`config.mk`:
```
export PLATFORM = sky130hd
export DESIGN_NAME = board_tracker
export DESIGN_NICKNAME = d
export VERILOG_FILES = /design/src/rtl/whack_pkg.sv /design/src/rtl/mole_timer.sv /design/src/rtl/board_tracker.sv
export SDC_FILE = /design/constraint.sdc
export NUM_CORES = 1
export LEC_CHECK = 0
export CAP_MARGIN = 5
export CORE_MARGIN = 1
export CORE_UTILIZATION = 50
export DETAILED_ROUTE_END_ITERATION = 10
export PLACE_DENSITY = 0.73
export SKIP_LAST_GASP = 1
export SYNTH_ARGS = -nofsm -noshare
export SYNTH_HDL_FRONTEND = slang
export SYNTH_SLANG_ARGS = --single-unit
```
`constraint.sdc`:
```
create_clock -name clk -period 2.49 [get_ports clk]
set_clock_uncertainty 0.15 [all_clocks]
set_input_delay 0.498 -clock clk [delete_from_list [all_inputs] [get_ports clk]]
set_output_delay 0.498 -clock clk [all_outputs]
set_load 0.005 [all_outputs]
```
`src/rtl/whack_pkg.sv`:
```
// Shared constants for the whack-a-mole datapath: spawner, board and scorer
// agree on the hole-mask width and lifetime encoding through this package.
package whack_pkg;

  localparam int N_HOLES_DEF   = 5;
  localparam int LIFE_W_DEF    = 8;
  localparam int CNT_W_DEF     = 3;

  // A lifetime of zero marks a mole that never expires.
  localparam int LIFE_INFINITE = 0;

  // Width of every hole mask passed between spawner, board and scorer.
  localparam int HOLE_MASK_W   = N_HOLES_DEF;

endpackage

```
`src/rtl/mole_timer.sv`:
```
// One hole of the board: the active flag plus its lifetime countdown.
// Hit and expiry events are combinational so the top can register them
// in the same edge that updates the board.
module mole_timer
  import whack_pkg::*;
#(
  parameter int LIFE_W = LIFE_W_DEF
) (
  input  logic              clk,
  input  logic              rst_n,
  input  logic              load,
  input  logic              load_en,
  input  logic [LIFE_W-1:0] life,
  input  logic              tick,
  input  logic              hit,
  output logic              active,
  output logic              expire,
  output logic              hit_ok
);

  logic [LIFE_W-1:0] timer;
  logic              timer_is_one;
  logic              timer_is_inf;

  assign timer_is_one = (timer == LIFE_W'(1));
  assign timer_is_inf = (timer == LIFE_W'(LIFE_INFINITE));

  // A hit wins over an expiry on the same hole; load masks both.
  assign hit_ok = active & hit & ~load;
  assign expire = active & tick & timer_is_one & ~hit & ~load;

  // Load replaces the mole, hit/expiry retires it, tick counts it down.
  always_ff @(posedge clk or negedge rst_n) begin
    if (!rst_n) begin
      active <= 1'b0;
      timer  <= '0;
    end else if (load) begin
      active <= load_en;
      timer  <= load_en ? life : '0;
    end else if (hit_ok || expire) begin
      active <= 1'b0;
      timer  <= '0;
    end else if (active && tick && !timer_is_inf && !timer_is_one) begin
      timer  <= timer - LIFE_W'(1);
    end
  end

endmodule

```
`src/rtl/board_tracker.sv`:
```
// Active-mole board: per-hole lifetime timers plus registered hit, miss,
// whiff and board-cleared pulses for the score and miss counters.
module board_tracker
  import whack_pkg::*;
#(
  parameter int N_HOLES = HOLE_MASK_W,
  parameter int LIFE_W  = LIFE_W_DEF,
  parameter int CNT_W   = CNT_W_DEF
) (
  input  logic               clk,
  input  logic               rst_n,
  input  logic               load,
  input  logic [N_HOLES-1:0] load_mask,
  input  logic [LIFE_W-1:0]  life_ticks,
  input  logic               tick,
  input  logic [N_HOLES-1:0] hit_pulse,
  output logic [N_HOLES-1:0] board_state,
  output logic               score_trigger,
  output logic [CNT_W-1:0]   hit_count,
  output logic               miss_trigger,
  output logic [N_HOLES-1:0] miss_mask,
  output logic               whiff_trigger,
  output logic               clear_pulse
);

  logic [N_HOLES-1:0] hit_ok_v;
  logic [N_HOLES-1:0] expire_v;
  logic [N_HOLES-1:0] next_board;
  logic [N_HOLES-1:0] whiff_v;

  // Popcount clipped to the largest value hit_count can carry.
  function automatic logic [CNT_W-1:0] sat_popcount(input logic [N_HOLES-1:0] v);
    int n;
    n = 0;
    for (int k = 0; k < N_HOLES; k++) n += int'(v[k]);
    if (n >= (1 << CNT_W)) return {CNT_W{1'b1}};
    return CNT_W'(n);
  endfunction

  for (genvar i = 0; i < N_HOLES; i++) begin : g_hole
    mole_timer #(.LIFE_W(LIFE_W)) u_timer (
      .clk     (clk),
      .rst_n   (rst_n),
      .load    (load),
      .load_en (load_mask[i]),
      .life    (life_ticks),
      .tick    (tick),
      .hit     (hit_pulse[i]),
      .active  (board_state[i]),
      .expire  (expire_v[i]),
      .hit_ok  (hit_ok_v[i])
    );
  end

  // Board after this edge when no load is pending; hit_ok/expire already
  // read as zero during a load, so this only matters for clear detection.
  assign next_board = board_state & ~(hit_ok_v | expire_v);
  assign whiff_v    = hit_pulse & ~board_state;

  // Event pulses, registered so every output changes on the same edge as the board.
  always_ff @(posedge clk or negedge rst_n) begin
    if (!rst_n) begin
      score_trigger <= 1'b0;
      hit_count     <= '0;
      miss_trigger  <= 1'b0;
      miss_mask     <= '0;
      whiff_trigger <= 1'b0;
      clear_pulse   <= 1'b0;
    end else begin
      score_trigger <= |hit_ok_v;
      hit_count     <= sat_popcount(hit_ok_v);
      miss_trigger  <= |expire_v;
      miss_mask     <= expire_v;
      whiff_trigger <= ~load & (|whiff_v);
      clear_pulse   <= ~load & (|board_state) & ~(|next_board);
    end
  end

endmodule

```
==> results_dict.tcl, run 1 <==
set metrics [dict create \
    drt-initial-drc-count 150 \
    core-area_mm2 0.00725 \
    pin_count 39 \
    synth_cells 437 \
    crit_top_cell "inv_1" \
    io_buffers 38 \
    drive_above_1_share_pct 15.7 \
    ctsResizeCount 0 \
    p_int_w 0.00195 \
    htree_levels 3 \
    cp-end-kind "register" \
    leakagePower_nw 2.23 \
    area_delta_synth_final_pct 24.3 \
    crit_family "adder cells" \
    syn_area_mm2 0.00375 \
    slew_viol_final 0 \
    start_kind "input pin" \
    swShare_pct 34.3 \
    cts.clk_slew.worst_paths_ns 0.07 \
    cts_tree "done" \
    synth.avg_cell_area_um2 8.58 \
    clock_latency_ns 0.35 \
    dp_cells 595 \
    async_reset_ff_share_pct 100 \
    dieHeight_um 88.6 \
    cp-startpoint "load" \
    cts.sinks 57 \
    die_w_um 88.6 \
    power_density_mw_per_mm2 635 \
    power_frac_clock_pct 28.6 \
    drt_wl_total_mm 10.2 \
    grt_pass1_wl_mm 16.7 \
    initial_core_util_pct 51.7 \
    final_hold_viol_count 0 \
    setup_viol 0 \
    grt_overflow 0 \
    routedWlPerCell_um 16.7 \
    cts-root-buf "clkbuf_8" \
    firstDrtPassIters 4 \
    worst_pin_slew_ns 0.617 \
    final_cells 610 \
    dp_hpwl_mm 7.38 \
    vias 3585 \
    die-area_mm2 0.00785 \
    hold_buffers 0 \
    vdd_drop_max_uv 300 \
    grt_max_degree 35 \
    rr_startpoint "g_hole[0].u_timer.timer[5]" \
    final_nets 548 \
    maxSlewHeadroom_pct 58.9 \
    yosysWarnings 0 \
    cts_setup_buffers 0 \
    rows 31 \
    hp-class "input pin to asynchronous set/reset pin" \
    routed_via_density 5.88 \
    maxCapViolCount 0 \
    grt_pass1_vias 3358 \
    p_comb_share_pct 30.8 \
    cp_slowest_cell "clkdlybuf4s50_1" \
    critPathArrivalTime_ns 2.47 \
    rsz0062_at_grt "no" \
    switchingPower_w 0.00102 \
    worstPathMaxFanout 6 \
    yosysSeqAreaShare_pct 38.0 \
    antenna_found_initial 1 \
    cp.required_ns 2.56 \
    path_buf_inv 4 \
    synth_cell_types 52 \
    status "finished clean" \
    clock.fmax_mhz 418 \
    gp_congestion 0.877 \
    crit_chain "clkdlybuf4s50_1 -> nand3b_1 -> inv_1 -> fa_1 -> inv_2 -> fa_2 -> inv_1 -> ha_1" \
    p_seq_share_pct 40.7 \
    syn_nets 478 \
    cts_buffers 9 \
    synth_seq_cells 57 \
    crit_type "input pin to register" \
    grt_usage_pct 28.5 \
    fin_crit_sh_pct 96.1 \
    synth_edf_count 0 \
    cts_max_path_buffers 2 \
    layout_min_cycle_time_ns 2.39 \
    drc_errors 0 \
    antenna_left 0 \
    tns_ns 0 \
    ys.flop_type "dfrtp_1" \
    cpPeakStageDelay_ns 0.58 \
]
## power by group through the flow
stage	logic, W	clock network, W	registers (W)
2_1_floorplan	0.000622	0	0.00117
3_3_place_gp	0.000872	0	0.00121
3_5_place_dp	0.000900	0	0.00122
4_1_cts	0.000905	0.000853	0.00120
5_1_grt	0.00102	0.000891	0.00122
6_report	0.000911	0.000845	0.00120
## synthesized netlist by cell type, types with 3 or more instances
library cell  count  area share, %
and2_1            6            1.0
nor4_1           10            1.7
mux2i_1           7            1.9
a21oi_1          50            6.7
nor2_1           36            3.6
nand2b_1         10            1.7
a41o_1            7            1.9
inv_1            22            2.2
a211o_1           3           0.70
o21bai_1          6            1.2
a31o_2            5            1.2
ha_1             17            5.7
dfrtp_1          57             38
a31oi_1          11            1.8
and3_1            8            1.3
nor4_2            3            1.0
nand3b_1          3           0.60
o31ai_1           3           0.60
o21ai_1           3           0.40
a21o_1           12            2.4
o21a_1            9            1.8
buf_4             5            1.0
clkbuf_1         11            1.1
nand2_1          56            5.6
nor3_1           14            1.9
o22a_1            5            1.2
o21ai_0           6           0.80
buf_2             5           0.67
or2_2             5           0.83
nand3_1          11            1.5
## kinds of logic after synthesis
group | Yosys count | synth area share [%]
DFF | 57 | 38.0
AOI/OAI and AO/OA | 137 | 25.3
muxes | 7 | 1.87
buffers and inverters | 43 | 4.97
adders and majority gates | 19 | 6.74
and+or+nand+nor | 174 | 23.1
## flip-flops by register name (all words and copies together) (netlist names)
| register | cells |
|---|---|
| g_hole.u_timer.timer | 40 |
| clear_pulse | 1 |
| g_hole.u_timer.active | 5 |
| whiff_trigger | 1 |
| score_trigger | 1 |
| hit_count | 3 |
| miss_mask | 5 |
| miss_trigger | 1 |
## worst reg2reg max path, cell delays in order (launching register included)
cell and delay (ns):
dfrtp_1 0.42, or4_1 0.68, nor4_1 0.28, nor2_1 0.06
buf_4 0.16, a41o_2 0.26, a21oi_1 0.13
## routing by layer
metal	vias to the layer above	share of wire (%)	track usage [%]	routed length, um
met4	0	2.2	13.2	223
met2	126	46	42.6	4690
met5	-	0	0	0
li1	1723	-	-	-
met1	1715	46	40.0	4690
met3	21	5.9	5.32	602
## per-stage QoR
stage	utilization, %	worst slack, ns	area (um^2)	hold slack (ns)	power, W
after floorplan	-	0.0189	3790	0.0524	0.00179
after detailed placement	61.7	-0.249	4480	0.387	0.00212
after global placement	61.7	-0.235	4480	0.372	0.00208
after global routing	64.2	0.0128	4660	0.0535	0.00313
after CTS	64.2	0.0997	4660	0.0236	0.00296
final	64.3	0.0959	4660	0.00814	0.00296
## cell usage in the layout (no fill, tap or decap), types with 3 or more instances in the layout
cell type / count
a31o_2: 5
or2_2: 5
ha_1: 17
nand3_1: 11
clkbuf_8: 10
mux2i_1: 7
o21bai_1: 6
dfrtp_1: 57
a211o_1: 3
o21ai_1: 3
nor4_2: 3
nand2_1: 56
and3_1: 8
nor4_1: 10
nor2_1: 36
clkinv_2: 3
a41o_1: 7
inv_1: 21
and2_1: 6
a21o_1: 12
o21ai_0: 6
a21oi_1: 50
o31ai_1: 3
clkdlybuf4s50_1: 37
o21a_1: 9
buf_4: 41
nor3_1: 14
nand2b_1: 10
nand3b_1: 3
o22a_1: 5
a31oi_1: 11
## final cells by class
cell class | count | area, um^2
timing repair buffer | 80 | 703
clock inverter | 4 | 45.0
multi-input combinational | 337 | 2140
clock buffer | 10 | 138
sequential | 57 | 1430
antenna | 1 | 2.50
inverter | 22 | 82.6
fill | 630 | 2590
tap | 99 | 124
## worst paths after layout
check / endpoint / cells past startpoint / slack (ns)
worst min register to register: g_hole[1].u_timer.timer[7] / 1 / 0.40
worst max register to register: g_hole[0].u_timer.timer[4] / 6 / 0.27
min in group clk: g_hole[1].u_timer.timer[7] / 1 / 0.40
worst max-delay path: hit_count[1] / 8 / 0.1
max in group asynchronous: g_hole[3].u_timer.active / 2 / 1.57
worst min-delay path: g_hole[0].u_timer.timer[7] / 1 / 0.008
Note: power is estimated with default switching activity, not from simulation.
==> run 2, diff against run 1 <==
--- a/config.mk
+++ b/config.mk
@@ -9,6 +9,7 @@
 export CORE_MARGIN = 1
 export CORE_UTILIZATION = 50
 export DETAILED_ROUTE_END_ITERATION = 10
+export GPL_TIMING_DRIVEN = 1
 export PLACE_DENSITY = 0.73
 export SKIP_LAST_GASP = 1
 export SYNTH_ARGS = -nofsm -noshare
==> results of run 2 <==
No change in the layout: final DEF, timing and power equal those of run 1.
==> run 3, diff against run 2 <==
--- a/config.mk
+++ b/config.mk
@@ -9,7 +9,6 @@
 export CORE_MARGIN = 1
 export CORE_UTILIZATION = 50
 export DETAILED_ROUTE_END_ITERATION = 10
-export GPL_TIMING_DRIVEN = 1
 export PLACE_DENSITY = 0.73
 export SKIP_LAST_GASP = 1
 export SYNTH_ARGS = -nofsm -noshare
==> results of run 3 <==
No change in the layout: final DEF, timing and power equal those of run 1.
